--- src/rtl/dmem_arbiter.sv ---
// Two-port arbiter in front of a single dmem (async read, sync byte-enabled write).
// Port 0 has priority; a saturating starvation counter and an optional RMW lock steer grants.
module dmem_arbiter #(
  parameter int DWIDTH       = 32,
  parameter int AWIDTH       = 14,
  parameter int STARVE_LIMIT = 4
) (
  input  logic                clk,
  input  logic                rst_n,
  input  logic                p0_req_valid,
  output logic                p0_req_ready,
  input  logic [AWIDTH-1:0]   p0_req_addr,
  input  logic [DWIDTH/8-1:0] p0_req_wbe,
  input  logic [DWIDTH-1:0]   p0_req_wdata,
  input  logic                p0_req_lock,
  output logic                p0_resp_valid,
  output logic [DWIDTH-1:0]   p0_resp_rdata,
  input  logic                p1_req_valid,
  output logic                p1_req_ready,
  input  logic [AWIDTH-1:0]   p1_req_addr,
  input  logic [DWIDTH/8-1:0] p1_req_wbe,
  input  logic [DWIDTH-1:0]   p1_req_wdata,
  input  logic                p1_req_lock,
  output logic                p1_resp_valid,
  output logic [DWIDTH-1:0]   p1_resp_rdata,
  output logic [DWIDTH/8-1:0] mem_wbe,
  output logic [AWIDTH-1:0]   mem_addr,
  output logic [DWIDTH-1:0]   mem_dataw,
  input  logic [DWIDTH-1:0]   mem_datar
);

  localparam int CW = $clog2(STARVE_LIMIT + 1);
  localparam logic [CW-1:0] LIMIT = CW'(STARVE_LIMIT);

  localparam logic [1:0] LOCK_NONE = 2'd0;
  localparam logic [1:0] LOCK_P0   = 2'd1;
  localparam logic [1:0] LOCK_P1   = 2'd2;

  logic [1:0]        r_lock_owner;
  logic [CW-1:0]     r_starve_cnt;
  logic              r_p0_resp_valid;
  logic              r_p1_resp_valid;
  logic [DWIDTH-1:0] r_p0_resp_rdata;
  logic [DWIDTH-1:0] r_p1_resp_rdata;

  logic              w_lock0;
  logic              w_lock1;
  logic              w_grant0;
  logic              w_grant1;
  logic [1:0]        w_lock_nxt;
  logic [CW-1:0]     w_starve_nxt;

  // A lock only binds while its owner keeps requesting; an idle owner releases it at once.
  assign w_lock0 = (r_lock_owner == LOCK_P0) && p0_req_valid;
  assign w_lock1 = (r_lock_owner == LOCK_P1) && p1_req_valid;

  always_comb begin
    w_grant0 = 1'b0;
    w_grant1 = 1'b0;
    if (!rst_n) begin
      w_grant0 = 1'b0;
      w_grant1 = 1'b0;
    end else if (w_lock0) begin
      w_grant0 = 1'b1;
    end else if (w_lock1) begin
      w_grant1 = 1'b1;
    end else if (p0_req_valid && p1_req_valid) begin
      if (r_starve_cnt == LIMIT) w_grant1 = 1'b1;
      else                       w_grant0 = 1'b1;
    end else begin
      w_grant0 = p0_req_valid;
      w_grant1 = p1_req_valid;
    end
  end

  assign p0_req_ready = w_grant0;
  assign p1_req_ready = w_grant1;

  always_comb begin
    mem_addr  = w_grant1 ? p1_req_addr  : p0_req_addr;
    mem_dataw = w_grant1 ? p1_req_wdata : p0_req_wdata;
    if (w_grant1)      mem_wbe = p1_req_wbe;
    else if (w_grant0) mem_wbe = p0_req_wbe;
    else               mem_wbe = '0;
  end

  // Any accept either re-takes the lock or releases whatever lock could still be live.
  always_comb begin
    w_lock_nxt = r_lock_owner;
    if (((r_lock_owner == LOCK_P0) && !p0_req_valid) ||
        ((r_lock_owner == LOCK_P1) && !p1_req_valid))
      w_lock_nxt = LOCK_NONE;
    if (w_grant0) w_lock_nxt = p0_req_lock ? LOCK_P0 : LOCK_NONE;
    if (w_grant1) w_lock_nxt = p1_req_lock ? LOCK_P1 : LOCK_NONE;
  end

  always_comb begin
    w_starve_nxt = r_starve_cnt;
    if (!p1_req_valid || w_grant1)  w_starve_nxt = '0;
    else if (r_starve_cnt < LIMIT)  w_starve_nxt = r_starve_cnt + 1'b1;
  end

  always_ff @(posedge clk or negedge rst_n) begin
    if (!rst_n) begin
      r_lock_owner    <= LOCK_NONE;
      r_starve_cnt    <= '0;
      r_p0_resp_valid <= 1'b0;
      r_p1_resp_valid <= 1'b0;
      r_p0_resp_rdata <= '0;
      r_p1_resp_rdata <= '0;
    end else begin
      r_lock_owner    <= w_lock_nxt;
      r_starve_cnt    <= w_starve_nxt;
      r_p0_resp_valid <= w_grant0;
      r_p1_resp_valid <= w_grant1;
      if (w_grant0) r_p0_resp_rdata <= mem_datar;
      if (w_grant1) r_p1_resp_rdata <= mem_datar;
    end
  end

  assign p0_resp_valid = r_p0_resp_valid;
  assign p1_resp_valid = r_p1_resp_valid;
  assign p0_resp_rdata = r_p0_resp_rdata;
  assign p1_resp_rdata = r_p1_resp_rdata;

endmodule

--- config.mk ---
export PLATFORM = sky130hd
export DESIGN_NAME = dmem_arbiter
export DESIGN_NICKNAME = d
export VERILOG_FILES = /design/src/rtl/dmem_arbiter.sv
export SDC_FILE = /design/constraint.sdc
export NUM_CORES = 1
export LEC_CHECK = 0
export CORE_AREA = 2 2 116 90
export CTS_BUF_LIST = sky130_fd_sc_hd__clkbuf_4 sky130_fd_sc_hd__clkbuf_8
export CTS_CLUSTER_DIAMETER = 200
export DETAILED_ROUTE_END_ITERATION = 12
export DIE_AREA = 0 0 118 92
export GPL_TIMING_DRIVEN = 0
export HOLD_SLACK_MARGIN = 0.08
export PLACE_DENSITY = 0.82
export SYNTH_ARGS = -nofsm -noshare
export SYNTH_HDL_FRONTEND = slang
export SYNTH_SLANG_ARGS = --single-unit
--- constraint.sdc ---
create_clock -name clk -period 2.6 [get_ports clk]
set_clock_uncertainty 0.15 [all_clocks]
set_input_delay 0.52 -clock clk [delete_from_list [all_inputs] [get_ports clk]]
set_output_delay 0.52 -clock clk [all_outputs]
set_load 0.01 [all_outputs]
==> results.yml <==
clock_tree:
  h-tree-depth: 3
  clock_path_buffers: 2
  tritoncts: "done"
  path_clk_slew_ns: 0.08
  clockRootBuffer: "clkbuf_8"
  clk_latency_ns: 0.33
  cts_sinks: 71
  numCtsBuffers: 9
synthesis:
  yosys_register_bits: 71
  synthXorXnorAreaFrac_pct: 0.263
  synth_flop_cell: "dfrtp_1"
  yosys.cell_types.count: 26
  synthAdderAreaFrac_pct: 0.750
  synth_compound_area_share_pct: 3.90
  synth_nets: 363
  syn-instance-count: 223
  synth-simple-area-share_pct: 1.69
  yosys_warnings: 0
  synth_edf_count: 0
  synth_top_family_by_area: "multiplexers"
  seq_area_frac_synth_pct: 53.3
  synth.avg_cell_area_um2: 15.0
  synthMuxAreaShare_pct: 37.4
  async_flop_share_pct: 100
  netlist_area_mm2: 0.00333
cells_and_area:
  nets: 664
  multi_input_area_mm2: 0.00164
  n_antenna_cell: 0
  final_common_cell: "clkdlybuf4s50_1"
  postLayoutCellArea_mm2: 0.00689
  final_cell_mix: "clkdlybuf4s50_1, dfrtp_1, mux2_2, buf_6, mux2_4"
  fillCellCount: 710
  drive_gt1_share_pct: 43.8
  syn_to_final_growth_pct: 107
  seq_area_mm2: 0.00178
setup_path:
  reg2reg_depth: 9
  timing.critical_path.buf_inv: 5
  cp.required_ns: 1.93
  slowest_delay_ns: 0.39
  cp.arrival_ns: 2.24
  cp-endpoint: "mem_dataw[18]"
  end_kind: "output pin"
  start_kind: "flop"
  crit_type: "reg2out"
  r2r_slack_ns: 0.29
  crit_top_cell: "buf_6"
  timing.rr.start: "r_starve_cnt[0]"
  critical_path.slowest_cell: "dfrtp_1"
  worst-path-stages: 9
  crit_path_start: "r_starve_cnt[0]"
  path_cells: "inv_1, ha_2, a21boi_2, a221oi_4, buf_6, buf_8, buf_6, mux2_4, buf_6"
  cp_max_fo: 7
  path_delay_family: "buffers and inverters"
  r2r-end: "p0_resp_rdata[8]"
floorplanning:
  die_x_um: 118
  num_io_pins: 256
  std_cell_rows: 32
  start_util_pct: 33.7
  die-area_mm2: 0.0109
  die_h_um: 92
  fp.coreArea_mm2: 0.00989
timing:
  hold_viol_final: 71
  fmax_mhz: 344
  finalSetupTns_ns: -11.74
  fin_crit_sh_pct: 112
  final_max_slew_viol_count: 0
  relSlewSlack_pct: 73.0
  setup_viol: 51
  holdWs_ns: -0.0891
  worstMarginPinSlew_ns: 0.405
  min_period_ns: 2.91
  rsz0062_at_grt: "true"
  layout_setup_ws_ns: -0.309
detailed_routing:
  drtIter0Drc: 57
  wl_per_cell_um: 18.4
  avgViaCountPerCell: 4.67
  drc: 0
  vias: 3102
  dr.pass1.iters: 4
  ant_nets: 0
  wl_um: 12200
run_status:
  violations: "negative hold slack, negative setup slack"
  outcome: "finished with violations"
global_route:
  grt_max_degree: 75
  grt_overflow_total: 0
  antenna_found_initial: 0
  grt_pass1_vias: 3384
  grt_pass1_wl_um: 18700
  groute.usage.overall_pct: 22.2
worst_hold_path:
  hold_class: "in2async"
power_and_ir_drop:
  p_total_mw: 3.70
  vdd_ir_drop_max_mv: 0.448
  p_per_area_mw_per_mm2: 537
  power_leakage_nw: 2.98
placement:
  pre_cts_ws_ns: -1.37
  dpl.hpwl_um: 8560
  gp_congestion: 0.761
  numPortBuffers: 255
  place_area_mm2: 0.00605
job:
  maxCapViolations: 0
-- cells in the mapped netlist (all sizes together) (2+ instances only) --
cell type	n	area, um^2
dfrtp	71	1780
nand2	2	7.51
buf	12	77.6
o21ai	3	15.0
o2bb2ai	2	17.5
a22o	4	35.0
mux2	110	1240
inv	3	11.3
ha	2	25.0
nor2	2	7.51
-- area by class of cell --
| class | count | area share (%) |
|---|---|---|
| timing repair buffer | 293 | 43.6 |
| sequential | 71 | 25.8 |
| multi-input combinational | 137 | 23.9 |
| tap | 136 | 2.47 |
| clock buffer | 11 | 2.20 |
| buffer | 9 | 1.40 |
| clock inverter | 4 | 0.454 |
| inverter | 3 | 0.236 |
-- through the flow --
step,util (%),std cells
floorplan,-,223
global placement,61.2,614
detailed placement,61.2,614
CTS,68.8,656
global route,69.7,664
finish,69.7,664
-- worst min path at each step --
stage,from,end,slack (ns),cells after the start
6_report,rst_n,p0_resp_rdata[16],-0.09,1
5_1_grt,rst_n,p0_resp_rdata[16],-0.07,1
4_1_cts,rst_n,p1_resp_rdata[16],-0.06,1
3_5_place_dp,p0_resp_rdata[14],p0_resp_rdata[14],0.34,1
3_3_place_gp,p0_resp_rdata[8],p0_resp_rdata[8],0.34,1
2_1_floorplan,rst_n,p0_resp_rdata[0],0.07,0
-- state kept, by name, summed over array words and instances, names as in the netlist --
register,flops
r_lock_owner,2
p1_resp_rdata,32
p1_resp_valid,1
p0_resp_rdata,32
p0_resp_valid,1
r_starve_cnt,3
-- cell families after synthesis --
logic type	Yosys count
muxes	111
adders and majority gates	2
and+or+nand+nor	10
buffers and inverters	15
xor gates and xnor gates	1
DFF	71
AOI/OAI and AO/OA	13
-- power breakdown --
group          internal (mW)  switching [mW]  total (mW)
Combinational          0.966           0.500        1.47
Sequential              1.32           0.108        1.42
Clock                  0.395           0.416       0.811
Total                   2.68            1.02        3.70
-- routing by layer --
layer	vias up	routed length (um)	share of wire [%]	global-route usage, %
met2	141	6450	53	40.6
li1	1411	-	-	-
met5	-	0	0	0
met1	1530	4700	38	24.5
met4	0	214	1.7	6.22
met3	20	863	7.1	7.52
-- timing repair --
action | CTS | global route
setup buffers | 27 | 10
pin swaps | 5 | 6
hold endpoints to repair | 71 | 71
cloned | 3 | 1
gates resized for setup | 323 | 20
endpoints found under the setup margin | 52 | 52
Power figures use the tool's default switching activity.
